`config.mk`:
```
export PLATFORM = sky130hd
export DESIGN_NAME = block_exp_detect
export DESIGN_NICKNAME = d
export VERILOG_FILES = /design/src/rtl/block_exp_detect.sv
export SDC_FILE = /design/constraint.sdc
export NUM_CORES = 1
export LEC_CHECK = 0
export CORE_ASPECT_RATIO = 0.5
export CORE_MARGIN = 1
export CORE_UTILIZATION = 55
export DETAILED_ROUTE_END_ITERATION = 8
export PLACE_DENSITY = 0.9
export SYNTH_ARGS = -nofsm -noshare
export SYNTH_HDL_FRONTEND = slang
export SYNTH_SLANG_ARGS = --single-unit
```
`constraint.sdc`:
```
create_clock -name clk -period 3.51 [get_ports clk]
set_clock_uncertainty 0.05 [all_clocks]
set_input_delay 1.053 -clock clk [delete_from_list [all_inputs] [get_ports clk]]
set_output_delay 1.053 -clock clk [all_outputs]
set_load 0.02 [all_outputs]
```
`src/rtl/block_exp_detect.sv`:
```
// Block-floating-point exponent detector: finds the largest overflow-free left
// shift over each sop..eop packet of complex samples, for compress_shift.
module block_exp_detect #(
   parameter int IW        = 40,
   parameter int SHIFT_W   = 5,
   parameter int MAX_SHIFT = 24,
   parameter int LEN_W     = 12
) (
   input  logic               clk,
   input  logic               rst_n,
   input  logic               i_sop,
   input  logic               i_eop,
   input  logic               i_vld,
   input  logic [IW-1:0]      i_din_re,
   input  logic [IW-1:0]      i_din_im,
   output logic [SHIFT_W-1:0] o_shift_num,
   output logic               o_shift_vld,
   output logic [LEN_W-1:0]   o_pkt_len,
   output logic               o_pkt_err
);

   localparam int MW = IW - 1;
   localparam int CW = $clog2(IW) + 1;

   typedef enum logic [0:0] {
      ST_IDLE,
      ST_ACC
   } state_t;

   state_t           r_state;
   logic [LEN_W-1:0] r_cnt;
   logic [LEN_W-1:0] w_cnt_inc;

   logic [MW-1:0]    w_mag_re;
   logic [MW-1:0]    w_mag_im;
   logic [MW-1:0]    w_mag;

   logic [MW-1:0]    r_s1_mag;
   logic             r_s1_take;
   logic             r_s1_start;
   logic             r_s1_emit;
   logic [LEN_W-1:0] r_s1_len;

   logic [MW-1:0]    r_acc;
   logic [MW-1:0]    w_acc_next;
   logic [MW-1:0]    r_res;
   logic             r_res_vld;
   logic [LEN_W-1:0] r_res_len;

   logic [CW-1:0]      w_lz;
   logic [SHIFT_W-1:0] w_shift;

   // The sign bit is dropped: for two's complement it carries no magnitude.
   assign w_mag_re  = i_din_re[MW-1:0] ^ {MW{i_din_re[IW-1]}};
   assign w_mag_im  = i_din_im[MW-1:0] ^ {MW{i_din_im[IW-1]}};
   assign w_mag     = w_mag_re | w_mag_im;
   assign w_cnt_inc = (r_cnt == '1) ? r_cnt : r_cnt + 1'b1;

   // Framing FSM plus stage 1; decisions travel alongside the sample magnitude.
   always_ff @(posedge clk or negedge rst_n) begin
      if (!rst_n) begin
         r_state    <= ST_IDLE;
         r_cnt      <= '0;
         o_pkt_err  <= 1'b0;
         r_s1_mag   <= '0;
         r_s1_take  <= 1'b0;
         r_s1_start <= 1'b0;
         r_s1_emit  <= 1'b0;
         r_s1_len   <= '0;
      end else begin
         o_pkt_err  <= 1'b0;
         r_s1_take  <= 1'b0;
         r_s1_start <= 1'b0;
         r_s1_emit  <= 1'b0;
         r_s1_mag   <= w_mag;
         if (i_vld) begin
            case (r_state)
               ST_IDLE: begin
                  if (i_sop) begin
                     r_s1_take  <= 1'b1;
                     r_s1_start <= 1'b1;
                     r_s1_len   <= LEN_W'(1);
                     r_cnt      <= LEN_W'(1);
                     if (i_eop) r_s1_emit <= 1'b1;
                     else       r_state   <= ST_ACC;
                  end else if (i_eop) begin
                     o_pkt_err <= 1'b1;
                  end
               end
               ST_ACC: begin
                  r_s1_take <= 1'b1;
                  if (i_sop) begin
                     // Restart: the aborted packet never produces a result.
                     o_pkt_err  <= 1'b1;
                     r_s1_start <= 1'b1;
                     r_s1_len   <= LEN_W'(1);
                     r_cnt      <= LEN_W'(1);
                     if (i_eop) begin
                        r_s1_emit <= 1'b1;
                        r_state   <= ST_IDLE;
                     end
                  end else begin
                     r_cnt    <= w_cnt_inc;
                     r_s1_len <= w_cnt_inc;
                     if (i_eop) begin
                        r_s1_emit <= 1'b1;
                        r_state   <= ST_IDLE;
                     end
                  end
               end
               default: r_state <= ST_IDLE;
            endcase
         end
      end
   end

   assign w_acc_next = r_s1_start ? r_s1_mag : (r_acc | r_s1_mag);

   // Stage 2: OR accumulation; the eop value is captured so r_acc frees up at once.
   always_ff @(posedge clk or negedge rst_n) begin
      if (!rst_n) begin
         r_acc     <= '0;
         r_res     <= '0;
         r_res_vld <= 1'b0;
         r_res_len <= '0;
      end else begin
         r_res_vld <= r_s1_emit;
         if (r_s1_take) r_acc <= w_acc_next;
         if (r_s1_emit) begin
            r_res     <= w_acc_next;
            r_res_len <= r_s1_len;
         end
      end
   end

   always_comb begin
      w_lz = CW'(IW - 1);
      for (int unsigned i = 0; i < MW; i++) begin
         if (r_res[i]) w_lz = CW'(MW - 1 - i);
      end
   end

   assign w_shift = (w_lz > CW'(MAX_SHIFT)) ? SHIFT_W'(MAX_SHIFT) : SHIFT_W'(w_lz);

   // Stage 3: leading-zero count and clamp registered onto the outputs.
   always_ff @(posedge clk or negedge rst_n) begin
      if (!rst_n) begin
         o_shift_num <= SHIFT_W'(MAX_SHIFT);
         o_shift_vld <= 1'b0;
         o_pkt_len   <= '0;
      end else begin
         o_shift_vld <= r_res_vld;
         if (r_res_vld) begin
            o_shift_num <= w_shift;
            o_pkt_len   <= r_res_len;
         end
      end
   end

endmodule
```
==> results.toml <==
[cts]
cts_max_level = 4
post_cts_buffers = 0
numClockSinks = 165
clk_latency_ps = 430
cts-resized-gates = 0
cts_hold_buf = 0
cts_tree = "built"
root_buffer = "clkbuf_16"
clk_pin_slew_ps = 60
cts_buffers = 17
cts.path.max_buffers = 2

[timing]
post-route-min-period_ps = 2680
relSlewSlack_pct = 12.3
worstMarginPinSlew_ps = 1310
finalSetupViolCount = 0
hold_violations = 0
max_freq_mhz = 374
min_period_over_period_pct = 76.2
grt_setup_unrepaired = "no"
fin_setup_tns_ps = 0
final_max_slew_viol_count = 0

[finish]
fin_nets = 828
area_growth_pct = 25.1
multi_input_area_mm2 = 0.00278
seqCellArea_mm2 = 0.00413
num-fill-cells = 770
post-route-util_pct = 73.1
antenna_cells = 0
drive_gt1_share_pct = 10.1

[setup_path]
max_stage_delay_ps = 610
slowest_stage = "clkdlybuf4s50_1"
crit_family = "buffers and inverters"
cp_max_fo = 2
end_kind = "output port"
worstPathRequired_ps = 2410
critPathBufInv = 1
r2r_end = "r_s1_len[2]$_DFFE_PN0P_"
cp-start-kind = "register"
regToRegSetupSlack_ps = 1430
cp_data_arrival_time_ps = 1570
crit_type = "register to output port"
timing.rr.start = "r_s1_len[0]$_DFFE_PN0P_"
r2r_cells = 7
crit_chain = "clkdlybuf4s50_1"

[placed_design]
dp_hpwl_um = 10400
portBuffers = 103
gp_congestion = 0.949

[global_routing]
antenna_found_initial = 0
grt_pass1_wl_um = 27100
grt_util_all_layers_pct = 26.7
top_usage_layer = "met2"
grt_pass1_vias = 5482
grt_max_degree = 64
grtUsageMet1_pct = 33.0
use_met2_pct = 47.1
gr-usage-met3_pct = 5.94
gr-total-overflow = 0

[floorplanning]
initial_core_util_pct = 58.4
fp-row-count = 28
design.core.area_mm2 = 0.0122
die_h_um = 82.5
die_w_um = 163
die_area_mm2 = 0.0134
ios = 104

[route]
via_per_inst = 5.82
dr.first_iter.drc_count = 418
finalWirelength_um = 16900
vias = 5352
wl_per_cell_um = 18.4
drcViolationCount = 0
first_pass_iters = 5
ant_nets = 0

[worst_hold_path]
whs_path_depth = 1
hold_path.class = "register to register"
hold_start = "r_acc[33]$_DFFE_PN0P_"
min_to = "r_acc[33]$_DFFE_PN0P_"

[pwr]
pwr-share-clk_pct = 39.8
p_comb_share_pct = 12.6
powerDensity_mw_per_mm2 = 547
p_leak_nw = 3.57
power_frac_seq_pct = 47.6
swShare_pct = 25.8
ir_drop_mv = 0.337
intPower_mw = 3.62
power_switching_mw = 1.26

[synthesis]
avgSynthCellArea_um2 = 11.0
ys_seq_area_share_pct = 58.0
ys_types = 47
synth_area_mm2 = 0.00712
synth_cells = 649
post-synth-top-area-cell = "dfrtp_1"
synth_commonest_cells = "dfrtp_1 (163), a21oi_1 (91), xnor2_1 (80)"
synth_top_area_share_pct = 57.3
ys.flop_type = "dfrtp_1"
postSynthNetCount = 735
synth_seq_cells = 165
synthTopCellsByArea = "dfrtp_1 (57%), xnor2_1 (9.8%), a21oi_1 (6.4%)"
synth_most_common_cell = "dfrtp_1"
yosys_warnings = 0
async_reset_ff_share_pct = 100
synth_edf_count = 0

[run]
cap_violations = 0

[outcome]
status = "completed"
metrics by stage:
stage | hold WS [ps] | cell area, µm² | std cells | setup slack, ps | power, mW
2_1_floorplan | 302 | 7120 | 649 | 1460 | 2.64
3_3_place_gp | 433 | 8290 | 888 | 816 | 2.89
3_5_place_dp | 432 | 8290 | 888 | 712 | 2.93
4_1_cts | 451 | 8910 | 920 | 829 | 4.88
5_1_grt | 467 | 8910 | 920 | 793 | 5.05
6_report | 448 | 8910 | 920 | 834 | 4.87
worst register-to-register path, stage by stage (launching register included):
cell	delay (ps)
dfrtp_1	430
ha_1	270
and3_4	170
and3_4	190
a31o_2	340
nor2_1	300
nand2_1	80
o21ai_0	170
worst max path at each step:
| stage | slack, ps | startpoint | cells after the start | to |
|---|---|---|---|---|
| after floorplan | 1460 | i_din_re[39] | 5 | r_s1_mag[28]$_DFF_PN0_ |
| after global placement | 820 | i_sop | 5 | r_s1_len[10]$_DFFE_PN0P_ |
| after detailed placement | 710 | i_sop | 6 | r_s1_len[8]$_DFFE_PN0P_ |
| after CTS | 830 | o_shift_num[3]$_DFFE_PN1P_ | 1 | o_shift_num[3] |
| after global routing | 790 | o_shift_num[3]$_DFFE_PN1P_ | 1 | o_shift_num[3] |
| final | 830 | o_shift_num[3]$_DFFE_PN1P_ | 1 | o_shift_num[3] |
flip-flops by register name, summed over array words and instances (netlist names):
register	flops
r_acc	39
r_res	39
r_s1_mag	39
o_pkt_len	12
r_res_len	12
r_s1_len	12
o_shift_num	5
o_pkt_err	1
o_shift_vld	1
r_res_vld	1
r_s1_emit	1
r_s1_start	1
r_s1_take	1
r_state	1
cells by family after synthesis:
kind of cell / after synthesis / share of synthesized area, %
DFF: 165 / 58.0
AOI/OAI and AO/OA: 175 / 15.7
and+or+nand+nor: 154 / 9.51
xor gates and xnor gates: 80 / 9.84
muxes: 24 / 3.80
buffers and inverters: 50 / 2.94
adders and majority gates: 1 / 0.176
layout by cell type, fill, tap and decap left out, types with 2 or more instances in the layout:
cell type / instances
buf_12: 3
nand2b_1: 2
a211o_1: 2
nand2_1: 54
xnor2_1: 80
clkinvlp_4: 2
clkinv_4: 2
o21ai_0: 21
or3_1: 4
dfstp_2: 2
dfrtp_1: 162
nor2_1: 65
inv_1: 13
nor4_1: 6
o31ai_1: 3
nor3_1: 10
and3_4: 3
clkdlybuf4s50_1: 100
clkbuf_1: 2
bufinv_16: 3
a21oi_1: 91
clkbuf_8: 3
inv_6: 2
o211ai_1: 2
o2bb2ai_1: 2
nand3_1: 4
a22o_1: 39
buf_2: 2
clkbuf_16: 17
mux2_2: 24
buf_4: 5
final cells by class:
type | count | area share (%)
Multi-Input combinational cell | 434 | 31.2
Tap cell | 165 | 2.32
Timing Repair Buffer | 111 | 12.6
Clock buffer | 22 | 5.32
Inverter | 13 | 0.548
Clock inverter | 10 | 1.63
Sequential cell | 165 | 46.4
power by group through the flow:
stage                     sequential (mW)  clock, mW  combinational, mW
after floorplan                      2.29          0              0.351
after global placement               2.32          0              0.570
after detailed placement             2.33          0              0.600
after CTS                            2.31       1.95              0.618
after global routing                 2.34       2.04              0.674
final                                2.32       1.94              0.612
per-layer routing:
layer	share of wire, %	routed length [µm]	up-vias
met3	6.7	1140	36
li1	-	-	2432
met4	1.7	296	0
met2	51	8640	217
met1	41	6870	2667
met5	0	0	-
Note: power is estimated with default switching activity, not from simulation.
